==> config.mk <==
export PLATFORM = sky130hd
export DESIGN_NAME = ofdm_bit_encoder
export DESIGN_NICKNAME = d
export VERILOG_FILES = /design/src/rtl/ofdm_bit_encoder.sv
export SDC_FILE = /design/constraint.sdc
export NUM_CORES = 1
export LEC_CHECK = 0
export ABC_AREA = 1
export CAP_MARGIN = 30
export CORE_MARGIN = 2
export CORE_UTILIZATION = 57
export DETAILED_ROUTE_END_ITERATION = 6
export MAX_ROUTING_LAYER = met4
export PLACE_DENSITY_LB_ADDON = 0.3
export SKIP_LAST_GASP = 1
export SLEW_MARGIN = 10
export SYNTH_ARGS = -nofsm -noshare
export SYNTH_HDL_FRONTEND = slang
export SYNTH_SLANG_ARGS = --single-unit
==> constraint.sdc <==
create_clock -name clock -period 11.35 [get_ports clock]
set_clock_uncertainty 0.2 [all_clocks]
set_input_delay 2.27 -clock clock [delete_from_list [all_inputs] [get_ports clock]]
set_output_delay 2.27 -clock clock [all_outputs]
set_load 0.01 [all_outputs]
==> src/rtl/ofdm_bit_encoder.sv <==
// 802.11a transmit bit encoder: byte serialisation, scrambling, tail zeroing,
// K=7 rate-1/2 convolutional coding and rate-dependent puncturing.
module ofdm_bit_encoder (
    input  logic        clock,
    input  logic        reset,
    input  logic        enable,
    input  logic        start,
    input  logic [7:0]  rate,
    input  logic        do_scramble,
    input  logic [6:0]  scram_seed,
    input  logic [31:0] num_bits_to_encode,
    input  logic [31:0] tail_start,
    input  logic [7:0]  byte_in,
    input  logic        byte_in_strobe,
    output logic        byte_in_ready,
    output logic        coded_out,
    output logic        coded_out_valid,
    input  logic        coded_out_ready,
    output logic        busy,
    output logic        done
);

    typedef enum logic [2:0] {IDLE, FETCH, EMIT_A, EMIT_B, DONE} state_t;

    localparam logic [1:0] MODE_12 = 2'd0;
    localparam logic [1:0] MODE_23 = 2'd1;
    localparam logic [1:0] MODE_34 = 2'd2;

    function automatic logic [1:0] decode_rate(input logic [3:0] code);
        case (code)
            4'b1111, 4'b1110, 4'b1101, 4'b1100: return MODE_34;
            4'b1000:                            return MODE_23;
            default:                            return MODE_12;
        endcase
    endfunction

    function automatic logic keep_a(input logic [1:0] mode, input logic [1:0] ph);
        return !(mode == MODE_34 && ph == 2'd2);
    endfunction

    function automatic logic keep_b(input logic [1:0] mode, input logic [1:0] ph);
        return !(mode != MODE_12 && ph == 2'd1);
    endfunction

    function automatic logic [1:0] advance_phase(input logic [1:0] mode, input logic [1:0] ph);
        case (mode)
            MODE_34: return (ph == 2'd2) ? 2'd0 : ph + 2'd1;
            MODE_23: return (ph == 2'd0) ? 2'd1 : 2'd0;
            default: return 2'd0;
        endcase
    endfunction

    // A bit whose A output is punctured goes straight to EMIT_B so no cycle is wasted.
    function automatic state_t first_emit(input logic [1:0] mode, input logic [1:0] ph);
        return keep_a(mode, ph) ? EMIT_A : EMIT_B;
    endfunction

    state_t      state, state_next;
    logic [1:0]  rate_mode;
    logic        scram_en;
    logic [6:0]  scr;
    logic [31:0] nbits;
    logic [31:0] tstart;
    logic [7:0]  byte_reg;
    logic [2:0]  bit_idx;
    logic [31:0] bit_cnt;
    logic [5:0]  enc_sr;
    logic [1:0]  phase;

    logic        fb, raw_bit, scr_bit, in_tail, enc_bit;
    logic        code_a, code_b, kb, xfer, bit_last;
    logic [1:0]  phase_next;
    logic [31:0] cnt_next;
    state_t      end_next;
    logic        unused_rate;

    assign unused_rate = ^rate[7:4];

    assign fb       = scr[6] ^ scr[3];
    assign raw_bit  = byte_reg[bit_idx];
    assign scr_bit  = scram_en ? (raw_bit ^ fb) : raw_bit;
    // Subtraction form avoids overflow when tail_start sits near the top of the range.
    assign in_tail  = (bit_cnt >= tstart) && ((bit_cnt - tstart) <= 32'd5);
    assign enc_bit  = in_tail ? 1'b0 : scr_bit;

    // enc_sr[k-1] holds the encoder input delayed by k bits.
    assign code_a   = enc_bit ^ enc_sr[1] ^ enc_sr[2] ^ enc_sr[4] ^ enc_sr[5];
    assign code_b   = enc_bit ^ enc_sr[0] ^ enc_sr[1] ^ enc_sr[2] ^ enc_sr[5];

    assign kb         = keep_b(rate_mode, phase);
    assign xfer       = coded_out_valid && coded_out_ready;
    assign bit_last   = xfer && ((state == EMIT_A && !kb) || state == EMIT_B);
    assign phase_next = advance_phase(rate_mode, phase);
    assign cnt_next   = bit_cnt + 32'd1;

    always_comb begin
        end_next = first_emit(rate_mode, phase_next);
        if (cnt_next == nbits)
            end_next = DONE;
        else if (bit_idx == 3'd7)
            end_next = FETCH;
    end

    always_ff @(posedge clock) begin
        if (reset) begin
            state <= IDLE;
            scr   <= 7'h7F;
        end else if (enable) begin
            state <= state_next;
            if (state == IDLE && start)
                scr <= (scram_seed == 7'd0) ? 7'h7F : scram_seed;
            else if (bit_last && scram_en)
                scr <= {scr[5:0], fb};
        end
    end

    always_comb begin
        state_next = state;
        case (state)
            IDLE:    if (start) state_next = (num_bits_to_encode == 32'd0) ? DONE : FETCH;
            FETCH:   if (byte_in_strobe) state_next = first_emit(rate_mode, phase);
            EMIT_A:  if (xfer) state_next = kb ? EMIT_B : end_next;
            EMIT_B:  if (xfer) state_next = end_next;
            DONE:    state_next = IDLE;
            default: state_next = IDLE;
        endcase
    end

    always_comb begin
        byte_in_ready   = (state == FETCH);
        coded_out_valid = (state == EMIT_A) || (state == EMIT_B);
        busy            = (state == FETCH) || (state == EMIT_A) || (state == EMIT_B);
        done            = (state == DONE);
        coded_out       = 1'b0;
        if (state == EMIT_A)
            coded_out = code_a;
        else if (state == EMIT_B)
            coded_out = code_b;
    end

    always_ff @(posedge clock) begin
        if (enable) begin
            if (state == IDLE && start) begin
                rate_mode <= decode_rate(rate[3:0]);
                scram_en  <= do_scramble;
                nbits     <= num_bits_to_encode;
                tstart    <= tail_start;
                enc_sr    <= 6'd0;
                bit_cnt   <= 32'd0;
                phase     <= 2'd0;
            end
            if (state == FETCH && byte_in_strobe) begin
                byte_reg <= byte_in;
                bit_idx  <= 3'd0;
            end
            if (bit_last) begin
                bit_cnt <= cnt_next;
                enc_sr  <= {enc_sr[4:0], enc_bit};
                phase   <= phase_next;
                bit_idx <= bit_idx + 3'd1;
            end
        end
    end

endmodule

==> results of run 1 <==
-- through the flow --
| step | utilization | setup WS (ns) | cells | hold slack, ns |
|---|---|---|---|---|
| floorplan | - | 5.04 | 1228 | 0.237 |
| global placement | 0.666 | 5.37 | 1527 | 0.248 |
| detailed placement | 0.666 | 5.29 | 1527 | 0.260 |
| CTS | 0.705 | 4.84 | 1559 | 0.276 |
| global route | 0.705 | 4.45 | 1559 | 0.294 |
| finish | 0.705 | 4.80 | 1559 | 0.272 |
-- kinds of logic after synthesis --
logic type,synth area share
AOI/OAI and AO/OA,0.0508
xor gates and xnor gates,0.0454
adders and majority gates,0.0551
buffers and inverters,0.0937
DFF,0.416
muxes,0.00125
and+or+nand+nor,0.337
-- Yosys cell counts, drive strengths merged, types with 2 or more instances --
| cell | count | area [um2] |
|---|---|---|
| a21oi | 41 | 209 |
| and2 | 5 | 31.3 |
| clkbuf | 9 | 35.0 |
| dfxtp | 10 | 200 |
| edfxtp | 118 | 3540 |
| ha | 38 | 475 |
| inv | 215 | 807 |
| nand2 | 363 | 1370 |
| nand3 | 84 | 443 |
| nand3b | 9 | 67.6 |
| nand4 | 26 | 163 |
| nor2 | 179 | 704 |
| nor3 | 19 | 95.1 |
| nor3b | 2 | 15.0 |
| nor4 | 16 | 100 |
| o21ai | 24 | 120 |
| o21bai | 6 | 45.0 |
| o32ai | 2 | 17.5 |
| or2 | 7 | 46.3 |
| xnor2 | 14 | 123 |
| xor2 | 30 | 263 |
-- layer usage --
layer,part of all wire,vias up,GRT usage
met5,0,-,-
met4,0.020,0,0.0930
met3,0.053,32,0.0392
met2,0.51,251,0.489
met1,0.42,3811,0.354
li1,-,4176,-
-- layout make-up --
cell class | count | area [um2] | area share
clock buffers | 18 | 429 | 0.0397
clock inverters | 14 | 166 | 0.0154
inverters | 215 | 807 | 0.0747
multi-input cells | 876 | 4420 | 0.410
flip-flops and latches | 128 | 3740 | 0.347
well taps | 211 | 264 | 0.0245
repair buffers | 97 | 963 | 0.0892
-- critical path: cells and delay by family (launching register included) --
| kind | cells | cell delay (ns) |
|---|---|---|
| fa+ha+maj | 2 | 0.60 |
| buf+inv | 3 | 0.79 |
| flops | 1 | 0.49 |
| simple gates | 18 | 1.77 |
-- how the worst max path moves through the flow --
stage / endpoint / slack (ns) / cells past startpoint
floorplan: nbits[0] / 5.04 / 5
global placement: coded_out / 5.37 / 23
detailed placement: coded_out / 5.29 / 23
CTS: coded_out / 4.84 / 23
global route: coded_out / 4.45 / 23
finish: coded_out / 4.80 / 23
-- report_power, final --
part	internal (mW)	switching (mW)	total, mW
clock	0.344	0.206	0.549
sequential	0.541	0.0166	0.558
combinational	0.0887	0.131	0.220
total	0.974	0.353	1.33
==> flow_metrics.env, run 1 <==
export IMPL_synth_main_ff_cell="edfxtp_1"
export IMPL_viasPerCell=5.30
export IMPL_overflow=0
export IMPL_clk_latency_ns=0.43
export IMPL_regToRegEndpoint="enc_sr[0]"
export IMPL_cts_sinks=128
export IMPL_tightest_slew_ns=0.847
export IMPL_fp_dieH_um=130
export IMPL_drv_slew=0
export IMPL_clk_pin_slew_ns=0.06
export IMPL_syn_inst=1228
export IMPL_setup_viol=0
export IMPL_synth_fp_nets=1361
export IMPL_endpoint_kind="primary output"
export IMPL_h_tree_depth=4
export IMPL_drive_above_1_share=0.0401
export IMPL_first_pass_iters=6
export IMPL_crit_arrival_ns=4.08
export IMPL_fin_nets=1468
export IMPL_fp_coreArea_mm2=0.0153
export IMPL_p_total_mw=1.33
export IMPL_synth_cell_type_count=44
export IMPL_reg_top3="bit_cnt (32), nbits (32), tstart (32)"
export IMPL_syn_to_final_growth_pct=20.1
export IMPL_grt_start_max_net_pins=68
export IMPL_max_slew_margin_rel=0.435
export IMPL_die_area_mm2=0.0168
export IMPL_gp_congestion=0.922
export IMPL_hpwl_mm=17.4
export IMPL_cts_buffers=17
export IMPL_r2r_start="bit_cnt[0]"
export IMPL_whs_path_depth=2
export IMPL_power_density_mw_per_mm2=123
export IMPL_grt_pass1_vias=7695
export IMPL_drc_errors=0
export IMPL_ant_nets=0
export IMPL_cts_root_buffer="clkbuf_16"
export IMPL_drt_iter0_markers=743
export IMPL_hp_start="scr[0]"
export IMPL_syn_area_mm2=0.00899
export IMPL_outcome="completed"
export IMPL_max_cap_viol_count=0
export IMPL_worstSetupPathType="register to primary output"
export IMPL_async_flop_share=0
export IMPL_io_pins=99
export IMPL_required_ns=8.88
export IMPL_fin_crit_sh=0.577
export IMPL_yosysSeqAreaShare=0.416
export IMPL_cp_max_fo=6
export IMPL_mostFrequentLayoutCell="nand2_1"
export IMPL_diodes=0
export IMPL_hold_class="register to register"
export IMPL_vias=8270
export IMPL_fill_cells=1192
export IMPL_start_util=0.587
export IMPL_ir_drop_v=0.000108
export IMPL_synth_edff_count=118
export IMPL_p_leak_nw=4.90
export IMPL_yosys_register_bits=128
export IMPL_rrSetupSlack_ns=8.03
export IMPL_cp_common_cell="nand2_1"
export IMPL_grt_util_all_layers=0.287
export IMPL_grt_pass1_wl_mm=36.1
export IMPL_antenna_found_initial=0
export IMPL_slowest_stage="clkdlybuf4s50_1"
export IMPL_ys_warn_count=0
export IMPL_fmax_mhz=153
export IMPL_fin_crit_ns=6.55
export IMPL_wire_per_inst_um=14.3
export IMPL_cts_buffer_depth=2
export IMPL_hold_path_endpoint="scr[0]"
export IMPL_synth_avg_cell_area_um2=7.32
export IMPL_cp_startpoint="bit_cnt[0]"
export IMPL_cts_resized=0
export IMPL_routed_wl_mm=22.4
export IMPL_fin_tns_setup_ns=0
export IMPL_ff2ff_path_depth=19
export IMPL_hold_viol_final=0
export IMPL_post_cts_setup_buffers=0
export IMPL_die_w_um=130
export IMPL_slowest_delay_ns=0.54
export IMPL_num_rows=45
export IMPL_setup_worst_path_start_class="register"
export IMPL_io_buffer_count=94
export IMPL_cts_hold_fix_buffers=0
export IMPL_cts_tree="built"
export IMPL_rsz0062_at_grt="no"
export IMPL_placed_area_mm2=0.0102
export IMPL_mostFrequentLayoutCells="nand2_1, inv_1, nor2_1"
export IMPL_fin_area_mm2=0.0108
export IMPL_crit_chain="inv_2 -> ha_1 -> fa_1 -> inv_1 -> nand3_1 -> nand2_1 -> nand2_1 -> nand2_1 -> nand2_1 -> nand2_1 -> nand2_1 -> nand2_1 -> nand3_1 -> nor2_1 -> nand3_1 -> nor2_1 -> nand3_1 -> nand3_1 -> nand3_1 -> nand2_1 -> nand2_1 -> nand2_1 -> clkdlybuf4s50_1"
Power figures use the tool's default switching activity.
==> run 2: changes to the inputs <==
--- a/config.mk
+++ b/config.mk
@@ -8,7 +8,7 @@
 export ABC_AREA = 1
 export CAP_MARGIN = 30
 export CORE_MARGIN = 2
-export CORE_UTILIZATION = 57
+export CORE_UTILIZATION = 52
 export DETAILED_ROUTE_END_ITERATION = 6
 export MAX_ROUTING_LAYER = met4
 export PLACE_DENSITY_LB_ADDON = 0.3
==> constraint.sdc (replaced) <==
create_clock -name clock -period 5.7 [get_ports clock]
set_clock_uncertainty 0.2 [all_clocks]
set_input_delay 1.14 -clock clock [delete_from_list [all_inputs] [get_ports clock]]
set_output_delay 1.14 -clock clock [all_outputs]
set_load 0.01 [all_outputs]
==> run 2 against run 1 <==
Net effect: flip-flop and latch count did not move; critical path type unchanged; combinational power rose by 100%; via count fell by 1.7%; global-route usage fell by 3.3 points; clock power rose by 93%; register-to-register slack got worse by 5.5 ns; hold slack got worse by 0.0020 ns; cell count rose by 1.1%; sequential power rose by 99%; power rose by 96%; non-clock buffer count rose by 3; critical path depth rose by 1.
==> flow_metrics.env, run 2 (synthesized netlist as in run 1, its figures left out) <==
export IMPL_outcome="completed"
export IMPL_fin_crit_sh=0.923
export IMPL_layout_setup_ws_ns=0.439
export IMPL_fin_tns_setup_ns=0
export IMPL_ant_nets=0
export IMPL_worstSetupPathType="register to primary output"
export IMPL_cts_buffers=17
export IMPL_hp_start="scr[5]"
export IMPL_grt_start_max_net_pins=45
export IMPL_power_density_mw_per_mm2=240
export IMPL_post_cts_setup_buffers=0
export IMPL_io_pins=99
export IMPL_max_slew_margin_rel=0.436
export IMPL_cts_sinks=128
export IMPL_viasPerCell=5.16
export IMPL_fin_nets=1471
export IMPL_post_place_ws_ns=0.788
export IMPL_cts_tree="built"
export IMPL_fp_coreArea_mm2=0.0171
export IMPL_wire_per_inst_um=13.7
export IMPL_start_util=0.525
export IMPL_first_pass_iters=5
export IMPL_routed_wl_mm=21.6
export IMPL_ir_drop_v=0.000227
export IMPL_mostFrequentLayoutCell="nand2_1"
export IMPL_wl_met3_um=896
export IMPL_cts_hold_fix_buffers=0
export IMPL_reg_top3="bit_cnt (32), nbits (32), tstart (32)"
export IMPL_gp_congestion=0.900
export IMPL_cp_max_fo=5
export IMPL_r2r_start="state[1]"
export IMPL_syn_to_final_growth_pct=20.6
export IMPL_cp_startpoint="bit_cnt[0]"
export IMPL_die_w_um=135
export IMPL_hpwl_mm=17.1
export IMPL_rsz0062_at_grt="no"
export IMPL_cts_root_buffer="clkbuf_16"
export IMPL_hold_class="register to register"
export IMPL_grt_pass1_wl_mm=35.8
export IMPL_top_layer_used="met4"
export IMPL_drc_errors=0
export IMPL_hold_viol_final=0
export IMPL_cts_buffer_depth=2
export IMPL_tightest_slew_ns=0.845
export IMPL_clk_latency_ns=0.42
export IMPL_die_area_mm2=0.0184
export IMPL_required_ns=4.36
export IMPL_setup_worst_path_start_class="register"
export IMPL_setup_viol=0
export IMPL_cts_resized=0
export IMPL_drv_slew=0
export IMPL_overflow=0
export IMPL_crit_arrival_ns=3.92
export IMPL_max_cap_viol_count=0
export IMPL_endpoint_kind="primary output"
export IMPL_io_buffer_count=94
export IMPL_h_tree_depth=4
export IMPL_fmax_mhz=190
export IMPL_drive_above_1_share=0.0422
export IMPL_fp_dieH_um=135
export IMPL_drt_iter0_markers=568
export IMPL_wl_met1_mm=9.58
export IMPL_diodes=0
export IMPL_mostFrequentLayoutCells="nand2_1, inv_1, nor2_1"
export IMPL_grt_util_all_layers=0.254
export IMPL_grt_pass1_vias=7908
export IMPL_wl_met2_mm=10.6
export IMPL_p_leak_nw=4.92
export IMPL_vias=8129
export IMPL_utilization=0.633
export IMPL_fin_crit_ns=5.26
export IMPL_antenna_found_initial=0
export IMPL_num_rows=48
export IMPL_clk_pin_slew_ns=0.06
-- run 2: cell count changes in the layout (fill, tap and decap cells not counted) --
cell,delta
clkinv_4,+1
bufinv_16,-1
buf_12,+2
clkinv_2,+1
buf_4,+1
clkinvlp_4,-1
-- run 2: per-stage QoR --
stage	instances	hold slack [ns]	total power, mW	instance area [um2]
2_1_floorplan	1228	0.237	1.40	8990
3_3_place_gp	1541	0.249	1.55	10200
3_5_place_dp	1541	0.261	1.56	10200
4_1_cts	1573	0.274	2.60	10800
5_1_grt	1576	0.288	2.71	10800
6_report	1576	0.270	2.60	10800
-- run 2: where the power goes --
group | internal (mW) | total (mW) | switching (mW) | leakage [nW]
Clock | 0.641 | 1.06 | 0.414 | 0.277
Combinational | 0.180 | 0.440 | 0.260 | 3.45
Sequential | 1.08 | 1.11 | 0.0319 | 1.19
Total | 1.90 | 2.60 | 0.706 | 4.92
-- run 2: final timing paths --
kind | cells past startpoint | slack, ns | to
worst max register to register | 8 | 2.51 | bit_cnt[14]
worst max-delay path | 24 | 0.44 | coded_out
worst min register to register | 2 | 0.27 | scr[5]
worst min-delay path | 2 | 0.27 | scr[5]
-- run 2: metal layers --
metal	up-vias	global-route usage
li1	4181	-
met1	3692	0.314
met2	218	0.433
met3	38	0.0318
met4	0	0.0874
met5	-	-
-- run 2: worst max-delay path: stages (launching register included) --
cell             delay, ns
edfxtp_1              0.39
inv_2                 0.08
ha_1                  0.21
fa_1                  0.37
inv_1                 0.13
nand3_1               0.09
nand2_1               0.14
nand2_1               0.06
nand2_1               0.14
nand2_1               0.09
nand2_1               0.09
nand2_1               0.05
nand2_1               0.05
nand3_1               0.09
nor2_1                0.11
nand3_1               0.10
nor2_1                0.13
nand3_1               0.17
nand2_1               0.15
nand2_1               0.09
nand3_1               0.09
nand2_1               0.06
nand2_1               0.05
nand2_1               0.05
clkdlybuf4s50_1       0.48
-- run 2: cell type report --
type,count,area (um2)
Sequential cell,128,3740
Clock inverter,14,143
Fill cell,1496,6280
Clock buffer,18,429
Inverter,215,807
Timing Repair Buffer,100,1010
Multi-Input combinational cell,876,4420
Tap cell,225,282
